<file path="config.mk">
export PLATFORM = sky130hd
export DESIGN_NAME = root_digit_collector
export DESIGN_NICKNAME = d
export VERILOG_FILES = /design/src/rtl/root_digit_collector.sv
export SDC_FILE = /design/constraint.sdc
export NUM_CORES = 1
export LEC_CHECK = 0
export ABC_AREA = 1
export CAP_MARGIN = 20
export CORE_ASPECT_RATIO = 0.9
export CORE_MARGIN = 2
export CORE_UTILIZATION = 50
export CTS_CLUSTER_DIAMETER = 150
export DETAILED_ROUTE_END_ITERATION = 6
export GPL_TIMING_DRIVEN = 0
export PLACE_DENSITY = 0.77
export SLEW_MARGIN = 20
export SYNTH_ARGS = -nofsm -noshare
export SYNTH_HDL_FRONTEND = slang
export SYNTH_SLANG_ARGS = --single-unit
</file>
<file path="constraint.sdc">
create_clock -name i_clk -period 1.7 [get_ports i_clk]
set_input_delay 0.255 -clock i_clk [delete_from_list [all_inputs] [get_ports i_clk]]
set_output_delay 0.255 -clock i_clk [all_outputs]
set_load 0.01 [all_outputs]
</file>
<file path="src/rtl/root_digit_collector.sv">
// Collects the MSB-first {0,1,2} root digit stream into a binary word with a done/ack handshake.
// Optional guard-digit rounding is enabled by defining ROOT_COLLECT_ROUND_EN.
module root_digit_collector #(
   parameter int N_DIGITS = 8,
   parameter int W_CNT    = 4
) (
   input  logic                i_clk,
   input  logic                i_Reset,
   input  logic                i_start,
   input  logic                i_digit_valid,
   input  logic [1:0]          i_digit,
   input  logic                i_ack,
   output logic [N_DIGITS:0]   o_result,
   output logic                o_done,
   output logic                o_busy,
   output logic [W_CNT-1:0]    o_count,
   output logic                o_error
);

`ifdef ROOT_COLLECT_ROUND_EN
   localparam int LEN = N_DIGITS + 1;
`else
   localparam int LEN = N_DIGITS;
`endif
   localparam logic [W_CNT-1:0] LAST = W_CNT'(LEN - 1);

   typedef enum logic [1:0] {IDLE, COLLECT, DONE} state_t;
   state_t state, state_nxt;

   logic                take, last, stray, acc_en;
   logic [1:0]          dval;
   logic [N_DIGITS:0]   acc, acc_nxt, fin;

   // start always wins: a digit on a start cycle is dropped in every state
   assign take    = (state == COLLECT) && i_digit_valid && !i_start;
   assign last    = take && (o_count == LAST);
   assign stray   = (state != COLLECT) && i_digit_valid && !i_start;
   assign dval    = (i_digit == 2'b11) ? 2'd2 : i_digit;
   assign acc_nxt = {acc[N_DIGITS-1:0], 1'b0} + (N_DIGITS+1)'(dval);

`ifdef ROOT_COLLECT_ROUND_EN
   // the guard digit only rounds; it never shifts into acc
   assign acc_en = take && (o_count != LAST);
   assign fin    = acc + {{N_DIGITS{1'b0}}, |i_digit};
`else
   assign acc_en = take;
   assign fin    = acc_nxt;
`endif

   always_ff @(posedge i_clk or negedge i_Reset) begin
      if (!i_Reset) state <= IDLE;
      else          state <= state_nxt;
   end

   always_comb begin
      state_nxt = state;
      case (state)
         IDLE:    if (i_start) state_nxt = COLLECT;
         COLLECT: if (i_start) state_nxt = COLLECT;
                  else if (last) state_nxt = DONE;
         DONE:    if (i_start) state_nxt = COLLECT;
                  else if (i_ack) state_nxt = IDLE;
         default: state_nxt = IDLE;
      endcase
   end

   always_comb begin
      o_busy = (state == COLLECT);
      o_done = (state == DONE);
   end

   always_ff @(posedge i_clk or negedge i_Reset) begin
      if (!i_Reset) begin
         acc      <= '0;
         o_result <= '0;
         o_count  <= '0;
         o_error  <= 1'b0;
      end else if (i_start) begin
         acc      <= '0;
         o_count  <= '0;
         o_error  <= 1'b0;
      end else begin
         if (take) begin
            o_count <= o_count + W_CNT'(1);
            if (i_digit == 2'b11) o_error <= 1'b1;
         end
         if (acc_en) acc      <= acc_nxt;
         if (last)   o_result <= fin;
         if (stray)  o_error  <= 1'b1;
      end
   end

endmodule

</file>
==> results.md, run 1 <==
Run status:
- The flow ran to the end, and the final reports show no timing, DRC or antenna violations.

Timing:
- The tightest slew margin relative to the limit is 0.650.
- Setup slack on the critical path of the routed design comes to 140 ps.
- Based on the critical path, the design can be clocked at up to 641 MHz.
- The hold violation count in the final report is 0.
- The slew at the pin closest to its max-slew limit is 525 ps.
- In the finished design, the share of the clock period the worst path needs comes to 0.918.
- The worst clock skew is ~12 ps.
- Setup violations remaining at the end of the flow were counted as 0.
- Setup repair after global routing left no endpoint under its margin.
- The count of pins over their slew limit is 0.
- The time the final worst path needs with I/O delays and setup is about 1600 ps.
- Across all hold checks on the routed design, the worst slack comes to roughly 410 ps.

Floorplanning:
- The effective utilization at floorplan is 0.537.
- The height of the die is 50.4 µm.
- The die footprint is roughly 0.0028 mm².
- The row count is 16.
- Pin placement for this block handled 23 I/O pins.
- The width of the die is 55.5 µm.
- The core region is around 0.0022 mm².

CTS:
- The number of buffers between clock root and the deepest sink is 2.
- The tree is rooted in a sky130_fd_sc_hd__clkbuf_4.
- TritonCTS built the clock tree.
- The number of sinks driven by the clock tree is 24.
- In this run the number of H-tree levels came out at 1.
- The clock-pin transition on the worst setup and hold timing paths is between 100 and 150 ps.
- Clock latency on the worst-skew pair, taken at its later pin, is between 300 and 400 ps.
- The number of buffers added by the clock tree synthesis step is 3.

Detailed routing:
- The count of nets left with antenna violations once routing finished came out at 0.
- Before antenna repair, the detailed router went through 4 iterations.
- The total DRC errors in the routed layout is 0.
- The number of vias in the routed layout is slightly above 1000.
- In the final routed layout, each cell accounts on average for around 12 µm.
- The routed wire length is 2520 µm.
- The detailed router finished its first iteration with 43 violations.
- The vias per cell is around 5.0.

Hold path:
- The kind of path behind the tightest hold check is in2async.

Place:
- The minimum setup slack after placement is -147 ps.
- In this run the tool buffered the top-level ports with 22 buffer cells.
- After detailed placement, the design holds a cell count of 200.
- At the end of routability-driven placement, the weighted congestion stood at 0.855.
- In this run the cell area measured after placement is 0.00145 mm².
- The wire-length estimate of the detail-placed layout is around 1900 µm.

Power and ir drop:
- The power density over the cells is approximately 730 mW/mm².
- The worst vdd rail ir drop is between 0.0007 and 0.0008 V.
- In this run the static leakage power is about 0.77 nW.

Synth:
- The post-synthesis sequential area ratio is 0.503.
- Yosys mapped the design onto 21 distinct sky130hd cell types.
- Counting every net in the synthesized netlist gives roughly 160.
- The average instance area after synthesis is 7.90 µm².
- During synthesis, Yosys emitted a total of 0 warnings.
- After synthesis the netlist holds a flip-flop and latch count of 24.
- The synthesized netlist occupies a cell area of between 0.001 and 0.0015 mm².
- After technology mapping, the gate count stands at ~150.

Setup path:
- The setup path with the least slack is of type reg2out.
- The data required time of the worst path is around 1400 ps.
- The data arrival time of the critical path is roughly 1300 ps.
- The length in cells of the worst reg-to-reg path is 7.
- The sort of element at the start of the critical path is a flop.
- In this design, the stage delay of the slowest critical-path cell is around 560 ps.
- Walking the worst path, the cells encountered are clkdlybuf4s50_1.
- The slowest stage of the critical path is the sky130_fd_sc_hd__clkdlybuf4s50_1 cell.
- The number of buffers and inverters on the critical path is 1.
- The highest fanout seen on the critical path is 5.
- Grouping stages by cell kind, the critical path spends the most delay in buffers and inverters.
- STA classifies the critical path endpoint as an output port.
- In this run the number of cells on the critical path is 1.

Cells and area:
- From synthesis to final layout, the design area changed by 26.5%.
- The final cell count without fillers is approximately 210.
- The final design area excluding fillers is 0.00151 mm².
- The final net count is 190.
- In the final layout, the share of cells above drive strength 1 is 0.106.
- The number of antenna diodes is 0.
- The most common cell after layout, fill and taps aside is sky130_fd_sc_hd__nand2_1.
- Leaving out fill and tap cells, the most frequent cells in the layout are sky130_fd_sc_hd__nand2_1 (71), sky130_fd_sc_hd__dfrtp_1 (24), sky130_fd_sc_hd__clkdlybuf4s50_1 (19), sky130_fd_sc_hd__inv_1 (11), sky130_fd_sc_hd__nor2_1 (9).

Global route:
- The layer flagged by global routing as most heavily used is met2.
- The first global-routing pass estimated between 4000 and 5000 µm of wire.
- For met3 alone, demand over resource in global routing was 0.0593.
- The largest net degree at the start of global routing is 25.
- For this run, global-route usage on met1 was measured as 0.280.
- The total congestion overflow is 0.
- Across every metal layer, demand over resource in global routing totals 0.220.
- The met2 global-route usage is 0.367.
- The via count of the first global-routing pass is ~1000.
- The initial antenna violation count was 0.

Run:
- The reported max-cap violation count is 0.
## metal layers
metal,vias to the layer above,routed length (µm),part of all wire
met5,-,0,0
met4,0,34,0.014
met3,5,147,0.058
met2,33,1220,0.48
met1,473,1120,0.44
li1,525,-,-
## worst paths after layout
| kind | start | to | slack [ps] |
|---|---|---|---|
| setup / recovery | o_count[0] | o_count[0] | 140 |
| hold / removal | i_Reset | o_result[0] | 410 |
| setup reg to reg | acc[0] | acc[7] | 290 |
| hold reg to reg | o_result[0] | o_result[0] | 490 |
| max in group asynchronous | i_Reset | acc[6] | 920 |
| min in group i_clk | o_result[0] | o_result[0] | 490 |
## synthesized netlist by cell type
cell type | instances | share of area
sky130_fd_sc_hd__ha_1 | 3 | 0.031
sky130_fd_sc_hd__nand3_1 | 5 | 0.021
sky130_fd_sc_hd__xnor2_1 | 1 | 0.0073
sky130_fd_sc_hd__o21ai_1 | 1 | 0.0042
sky130_fd_sc_hd__nand2_2 | 2 | 0.010
sky130_fd_sc_hd__clkbuf_1 | 1 | 0.0031
sky130_fd_sc_hd__inv_1 | 11 | 0.035
sky130_fd_sc_hd__xor2_1 | 1 | 0.0073
sky130_fd_sc_hd__buf_6 | 1 | 0.0094
sky130_fd_sc_hd__nand4_2 | 1 | 0.010
sky130_fd_sc_hd__nor2_2 | 4 | 0.021
sky130_fd_sc_hd__nand4_1 | 1 | 0.0052
sky130_fd_sc_hd__o22ai_1 | 1 | 0.0052
sky130_fd_sc_hd__inv_2 | 3 | 0.0094
sky130_fd_sc_hd__nand4_4 | 1 | 0.018
sky130_fd_sc_hd__o21ai_0 | 8 | 0.034
sky130_fd_sc_hd__nor2_4 | 1 | 0.0094
sky130_fd_sc_hd__nand2_1 | 71 | 0.22
sky130_fd_sc_hd__a21oi_1 | 1 | 0.0042
sky130_fd_sc_hd__dfrtp_1 | 24 | 0.50
sky130_fd_sc_hd__nor2_1 | 9 | 0.028
## logic make-up (layout without fill, tap and decap cells)
family / after synthesis / after routing / share of synthesized area
simple gates: 95 / 95 / 0.347
flops: 24 / 24 / 0.503
buf+inv: 16 / 44 / 0.0566
compound gates: 11 / 11 / 0.0472
fa+ha+maj: 3 / 3 / 0.0314
xor+xnor: 2 / 2 / 0.0147
## per-stage QoR
step	power, mW	TNS (ps)	utilization
5_1_grt	1.16	0	0.680
3_5_place_dp	0.703	-437	0.651
2_1_floorplan	0.647	0	-
4_1_cts	1.13	0	0.677
3_3_place_gp	0.700	-270	0.651
6_report	1.11	0	0.680
## state kept, by name, indices dropped and copies added, names as in the netlist
| register | flops |
|---|---|
| acc | 8 |
| o_error | 1 |
| state | 2 |
| o_count | 4 |
| o_result | 9 |
## layout make-up
type                            instances  area, µm²
Timing Repair Buffer                   24        230
Clock buffer                            3       22.5
Sequential cell                        24        601
Buffer                                  2       15.0
Clock inverter                          1       30.0
Fill cell                             189        712
Inverter                               14       52.6
Multi-Input combinational cell        111        526
Tap cell                               27       33.8
## report_power, final
group / switching (mW) / total [mW] / internal (mW)
clock: 0.176 / 0.415 / 0.239
combinational: 0.0587 / 0.101 / 0.0423
sequential: 0.0110 / 0.593 / 0.582
total: 0.246 / 1.11 / 0.863
## timing repair
action                                  CTS  global route
resized for setup                         2             0
hold buffers                              0             1
endpoints found under the setup margin    2             0
setup buffers                             1             0
hold endpoints to repair                  0            24
Power figures use the tool's default switching activity.
==> run 2, diff against run 1 <==
--- a/config.mk
+++ b/config.mk
@@ -7,13 +7,14 @@
 export LEC_CHECK = 0
 export ABC_AREA = 1
 export CAP_MARGIN = 20
-export CORE_ASPECT_RATIO = 0.9
+export CORE_ASPECT_RATIO = 0.8
 export CORE_MARGIN = 2
 export CORE_UTILIZATION = 50
 export CTS_CLUSTER_DIAMETER = 150
 export DETAILED_ROUTE_END_ITERATION = 6
 export GPL_TIMING_DRIVEN = 0
 export PLACE_DENSITY = 0.77
+export SKIP_LAST_GASP = 1
 export SLEW_MARGIN = 20
 export SYNTH_ARGS = -nofsm -noshare
 export SYNTH_HDL_FRONTEND = slang
==> run 2 against run 1 <==
  * The run now ends with DRC left
  * Non-clock buffer count increased by 1
  * Cell area up 0.58%
  * Register-to-register slack gained 20 ps
  * Combinational power rose by 4%
  * Global-route usage is 1.6 points lower
  * Worst hold slack better by 0.91 ps
  * Flip-flop and latch count stayed put
  * Setup slack got worse by 30 ps
  * Via count fell by 1.4%
  * Maximum frequency fell by 1.9%
  * Sequential power barely moved
  * Core utilization rose by 0.63 points
  * Critical endpoint is now o_done
==> results.md, run 2 (same netlist as run 1, synthesis figures left out) <==
Run status:
- The flow ran to the end, but the final reports show violations.
- The final reports fail on DRC.

Detailed routing:
- After detailed routing, the number of remaining DRC violations is 2.
- The first-pass detailed-route iteration total is 6.
- The remaining antenna violation count is 0.
- The routed wire length is between 2000 and 3000 µm.
- The DRC violation total after the first TritonRoute iteration is 34.
- Detailed routing inserted a total of 1022 vias.
- The average wire per standard cell is ~12 µm.
- The vias per cell is ~5.0.

Cells and area:
- The repair_antennas step left the layout with diodes totalling 0.
- In the final layout, the share of cells above drive strength 1 is 0.111.
- The register with the most flip-flops in the layout has 9 of them.
- More flip-flops sit in one register than any other, and that register is o_result.
- Summing all non-filler instances in the final layout gives an area of 0.00152 mm².
- The largest registers in the layout are o_result (9), acc (8), o_count (4).
- Leaving out fill and tap cells, the most frequent cells in the layout are sky130_fd_sc_hd__nand2_1 (71), sky130_fd_sc_hd__dfrtp_1 (24), sky130_fd_sc_hd__clkdlybuf4s50_1 (19), sky130_fd_sc_hd__inv_1 (11), sky130_fd_sc_hd__nor2_1 (9).
- The area added between synthesis and finish is 27.3%.
- Leaving out fill and tap cells, the most frequent cell in the layout is sky130_fd_sc_hd__nand2_1.
- At the end of the flow, the number of nets in the layout was 191.

CTS:
- TritonCTS created 3 clock buffers.
- The number of buffers between clock root and the deepest sink is 2.
- Clock-pin slew was measured on the worst setup and hold paths at 140 ps.
- The latest clock arrival within the worst-skew pair is roughly 330 ps.
- The TritonCTS clock tree is yes.
- CTS built an H-tree with a depth of 1.
- Clock tree synthesis found a total of 24 sinks.
- The cell sitting at the root of the clock tree is a sky130_fd_sc_hd__clkbuf_4.

Setup path:
- The sort of element at the start of the critical path is a flop.
- The cell at the slowest stage of the critical path is sky130_fd_sc_hd__dfrtp_1.
- The data required time of the worst path is roughly 1400 ps.
- The critical path starts at state[0].
- The worst setup path is captured at an output port.
- The most critical setup path has its endpoint at o_done.
- The worst setup path is of the reg2out kind.
- The length in cells of the worst reg-to-reg path is 7.
- Data arrives at the worst endpoint at between 1000 and 1500 ps.
- The signal on the critical path passes through buf_4, nor2_1, dlygate4sd2_1.
- The critical path runs through a total of 3 cells.
- The worst register-to-register path ends at acc[7].
- The highest fanout seen on the critical path is 3.
- The number of buffers and inverters on the critical path is 2.
- The worst reg-to-reg setup slack is 310 ps.
- The delay contributed by the slowest stage of the critical path is roughly 430 ps.
- The start of the worst register-to-register path is acc[0].
- The cell family contributing the most delay on the critical path is buffers and inverters.

Floorplanning:
- The height of the die is about 48 µm.
- For this configuration, the core starts out at a cell density of 0.539.
- The core region is ~0.0022 mm².
- The die covers ~0.0028 mm².
- The die is roughly 59 µm wide.
- For this design the top-level I/O count stands at 23.
- The row count is 15.

Place:
- After detailed placement, the total cell area comes to between 0.001 and 0.0015 mm².
- The minimum setup slack after placement is -178 ps.
- The detailed-placement wirelength estimate is 1820 µm.
- Buffers placed on the I/O ports in this run total 22.
- The congestion estimate from routability-driven global placement came to roughly 0.81.

Timing:
- The setup total negative slack is 0 ps.
- The hold violation count in the final report was 0.
- The time the final worst path needs with I/O delays and setup is between 1500 and 2000 ps.
- The worst clock skew is roughly 12 ps.
- Measured against its own limit, the worst slew margin works out to 0.645.
- After layout, the worst setup slack is ~110 ps.
- Setup violations remaining at the end of the flow were counted as 0.
- The count of pins over their slew limit is 0.
- For this run, the top clock speed supported by timing is approximately 630 MHz.
- In the finished design, the share of the clock period the worst path needs comes to 0.935.
- The slew at the pin closest to its max-slew limit is roughly 530 ps.
- Setup repair after global routing left no endpoint under its margin.

Global route:
- The via count of the first global-routing pass came to about 910.
- The overall routing resource usage is 0.204.
- The first global-routing pass estimated 4150 µm of wire.
- The initial antenna violation count came to 0.
- The total congestion overflow is 0.
- The largest net degree at the start of global routing is 25.

Power and ir drop:
- Of the total power, combinational logic draws 0.094.
- The share of total power dissipated in sequential elements is 0.530.
- The switching component of the power is 252 µW.
- Internal power comes to between 800 and 900 µW.
- The clock power share is 0.376.
- The power density over the cells is between 700 and 800 mW/mm².
- The standby leakage power is between 0.7 and 0.8 nW.
- VDD sags by at most 0.000592 V.
- Of the total power, the share spent switching nets is 0.226.

Hold path:
- The kind of path behind the tightest hold check is in2async.

Run:
- Across the run, the number of max-cap violations was 0.
==> run 2: cell types whose count changed in the layout (fill, tap and decap cells not counted), sizes merged <==
cell / delta
buf: +1
dlygate4sd2: -1
dlymetal6s2s: +1
==> run 2: repair_timing <==
item,CTS,global route
setup buffers,1,1
gates resized for setup,1,1
hold buffers,0,1
endpoints found under the hold margin,0,24
endpoints found under the setup margin,2,1
==> run 2: power by group through the flow <==
stage / Clock [mW] / Combinational (mW) / Sequential, mW
4_1_cts: 0.431 / 0.103 / 0.593
5_1_grt: 0.447 / 0.118 / 0.594
6_report: 0.420 / 0.105 / 0.592
3_5_place_dp: 0 / 0.0986 / 0.604
2_1_floorplan: 0 / 0.0420 / 0.605
3_3_place_gp: 0 / 0.0960 / 0.604
==> run 2: cell type report <==
cell class,instances,area (µm²)
multi-input cells,111,526
fillers,198,696
clock inverters,1,30.0
inverters,14,52.6
clock buffers,3,22.5
plain buffers,2,15.0
repair buffers,25,241
well taps,25,31.3
flip-flops and latches,24,601
==> run 2: worst reg2reg max path, cell delays in order, from the launching register on <==
cell	delay (ps)
sky130_fd_sc_hd__dfrtp_1	380
sky130_fd_sc_hd__ha_1	180
sky130_fd_sc_hd__ha_1	250
sky130_fd_sc_hd__nand2_1	100
sky130_fd_sc_hd__o21ai_0	170
sky130_fd_sc_hd__nand2_1	100
sky130_fd_sc_hd__nand2_1	70
sky130_fd_sc_hd__nand2_1	50
==> run 2: layer usage <==
| metal | GRT usage | vias to the layer above | wire [µm] |
|---|---|---|---|
| li1 | - | 528 | - |
| met1 | 0.291 | 466 | 1210 |
| met2 | 0.326 | 25 | 1170 |
| met3 | 0.0486 | 3 | 127 |
| met4 | 0.0409 | 0 | 19 |
| met5 | 0 | - | 0 |
==> run 2: stage by stage <==
step / hold WS [ps] / std cells / util / power [mW]
floorplan: -40.6 / 151 / - / 0.647
global placement: 453 / 198 / 0.653 / 0.700
detailed placement: 458 / 198 / 0.653 / 0.703
CTS: 491 / 203 / 0.679 / 1.13
global route: 475 / 205 / 0.686 / 1.16
finish: 414 / 205 / 0.686 / 1.12
==> run 2: how the worst min path moves through the flow <==
stage          cells past startpoint     endpoint  slack [ps]
2_1_floorplan                      0       acc[0]         -40
3_3_place_gp                       2  o_result[1]         450
3_5_place_dp                       2  o_result[5]         460
4_1_cts                            2  o_result[5]         490
5_1_grt                            2  o_result[0]         480
6_report                           2  o_result[0]         410
==> run 3, diff against run 2 <==
==> constraint.sdc (replaced) <==
create_clock -name i_clk -period 1.7 [get_ports i_clk]
set_input_delay 0.255 -clock i_clk [delete_from_list [all_inputs] [get_ports i_clk]]
set_output_delay 0.255 -clock i_clk [all_outputs]
set_load 0.005 [all_outputs]
==> run 3 against run 2 <==
  * Sequential share of layout area down 0.19 points
  * Highest routed layer unchanged
  * Clock power about the same
  * The run still ends with DRC left
  * Worst hold slack better by 0.96 ps
  * Combinational power about the same
  * Flip-flop and latch count is the same
  * Critical path type unchanged
  * First-iteration DRC count decreased by 18%
  * Clock-buffer cell count stayed put
  * Maximum frequency is 1.3% higher
  * Critical path depth did not move
  * Power is 0.17% lower
  * Clock skew grew 2.1 ps
==> results.md, run 3 (same netlist as run 1, synthesis figures left out) <==
Power and ir drop:
- Dividing total power by cell area gives a power density of between 700 and 800 mW/mm².
- The standby leakage power is between 0.7 and 0.8 nW.
- The worst vdd rail ir drop is between 0.0005 and 0.0006 V.

Place:
- Prior to clock tree synthesis, the placed netlist has a worst setup slack of -178 ps.
- In this run the tool buffered the top-level ports with 22 buffer cells.
- The detailed-placement wirelength estimate is 1820 µm.
- The global placer's final weighted congestion is 0.813.

Timing:
- The tightest hold path in the finished design has a slack of 415 ps.
- The worst pin sits at a relative slew slack of 0.644.
- The hold violation count in the final report was 0.
- The worst clock skew is 14.1 ps.
- For this run, the top clock speed supported by timing is 637 MHz.
- The slew at the pin closest to its max-slew limit is ~530 ps.
- The final-report setup violation count is 0.
- After routing, the total negative slack on setup checks comes to 0 ps.
- The time the final worst path needs with I/O delays and setup is roughly 1600 ps.
- Dividing the final minimum period by the clock period gives 0.923.
- The count of pins over their slew limit came to 0.
- The smallest setup slack after layout is approximately 130 ps.
- Setup repair after global routing left no endpoint under its margin.

Setup path:
- The worst setup path is captured at an output port.
- The critical path is of the reg2out type.
- The data required time of the worst path is ~1400 ps.
- For the worst setup path, the data arrival time is 1310 ps.
- The sort of element at the start of the critical path is a flop.
- The highest fanout seen on the critical path is 3.

Cells and area:
- The final net count is 192.
- The number of antenna diodes is 0.
- The number of flip-flops in the largest register is 9.
- Counting flops per register, the top entry is o_result.
- Of the cells placed in the final design, the portion with a size suffix greater than 1 is 0.116.
- The area added between synthesis and finish is 27.9%.
- The most common cell after layout, fill and taps aside is sky130_fd_sc_hd__nand2_1.
- The final core utilization is 0.689.
- The largest registers in the layout are o_result (9), acc (8), o_count (4).
- The library cells used most frequently in the layout, excluding fill and tap cells, are sky130_fd_sc_hd__nand2_1 (71), sky130_fd_sc_hd__dfrtp_1 (24), sky130_fd_sc_hd__clkdlybuf4s50_1 (19), sky130_fd_sc_hd__inv_1 (11), sky130_fd_sc_hd__nor2_1 (9).

Floorplanning:
- The width of the die is just under 60 µm.
- In this run the count of I/O pins placed on the die edge is 23.
- The die footprint is 0.00280 mm².
- The effective utilization at floorplan is 0.539.
- The height of the die is around 48 µm.
- The core area is between 0.002 and 0.0025 mm².
- The row count is 15.

Global route:
- The initial antenna violation count was 0.
- For this run the aggregate overflow at the end of global routing stands at 0.
- The via count of the first global-routing pass is just over 900.
- The first global-routing pass estimated 4150 µm of wire.
- The overall routing resource usage is 0.204.
- The largest net degree at the start of global routing is 25.

CTS:
- The clock tree root buffer cell is sky130_fd_sc_hd__clkbuf_4.
- The clock-pin transition on the worst setup and hold timing paths is between 100 and 150 ps.
- For the worst-skew pair, the clock arrives at the later sink with an insertion delay of about 330 ps.
- The number of sinks driven by the clock tree is 24.
- In this run the deepest clock path goes through 2 buffers.
- TritonCTS built the clock tree.
- In this run the number of H-tree levels came out at 1.
- TritonCTS created 3 clock buffers.

Detailed routing:
- Once detail routing completed, the nets flagged for antenna violations numbered 0.
- After detailed routing, the average wire length per cell comes to ~13 µm.
- The total DRC errors in the routed layout is 2.
- For this block, the via count after detailed routing is 1031.
- The first-pass detailed-route iteration total is 6.
- The routed design has 2590 µm of wire.
- The first routing iteration left 28 violations.
- The vias per cell is between 5 and 6.

Run status:
- The flow ran to the end, but the final reports show violations.
- The final reports fail on DRC.

Run:
- The reported max-cap violation count is 0.

Hold path:
- The min-delay analysis places its worst path in the category in2async.
run 3: cell count changes in the layout (fill, tap and decap cells not counted), sizes merged:
cell  before  now
buf        4    5
run 3: report_power, final:
part | internal [mW] | switching, mW | leakage (nW) | total (mW)
clock network | 0.239 | 0.179 | 0.0279 | 0.418
registers | 0.582 | 0.0107 | 0.329 | 0.592
logic | 0.0469 | 0.0583 | 0.426 | 0.105
total | 0.867 | 0.248 | 0.783 | 1.12
run 3: through the flow:
| stage | instances | instance area, µm² | power (mW) |
|---|---|---|---|
| floorplan | 151 | 1190 | 0.644 |
| global placement | 198 | 1450 | 0.697 |
| detailed placement | 198 | 1450 | 0.700 |
| CTS | 203 | 1500 | 1.12 |
| global route | 206 | 1530 | 1.16 |
| finish | 206 | 1530 | 1.12 |
run 3: worst paths after layout:
check	cells after the start	start	slack (ps)	to
max	3	state[0]	130	o_done
min	2	i_Reset	410	o_result[0]
max reg2reg	7	acc[0]	300	acc[7]
min reg2reg	2	o_result[1]	490	o_result[1]
max in group asynchronous	2	i_Reset	910	o_count[2]
min in group i_clk	2	o_result[1]	490	o_result[1]
run 3: per-layer routing:
| layer | track usage | wire (µm) | vias to the layer above |
|---|---|---|---|
| met5 | 0 | 0 | - |
| met1 | 0.291 | 1270 | 479 |
| met2 | 0.326 | 1200 | 18 |
| met3 | 0.0486 | 98 | 3 |
| met4 | 0.0409 | 19 | 0 |
| li1 | - | - | 531 |
run 3: repair_timing:
action	CTS	global route
hold endpoints to repair	0	24
resized for setup	1	1
cloned	0	0
buffers inserted	1	2
hold buffers	0	1
endpoints found under the setup margin	2	1
pin swaps	0	1
run 3: worst max-delay path, cell delays in order (launching register included):
cell,delay [ps]
sky130_fd_sc_hd__dfrtp_1,420
sky130_fd_sc_hd__buf_4,150
sky130_fd_sc_hd__nor2_1,140
sky130_fd_sc_hd__dlygate4sd2_1,270
run 3: final cells by class:
class                   count  area [µm²]
fillers                   196         688
flip-flops and latches     24         601
multi-input cells         111         526
repair buffers             26         249
inverters                  14        52.6
well taps                  25        31.3
clock inverters             1        30.0
clock buffers               3        22.5
plain buffers               2        15.0
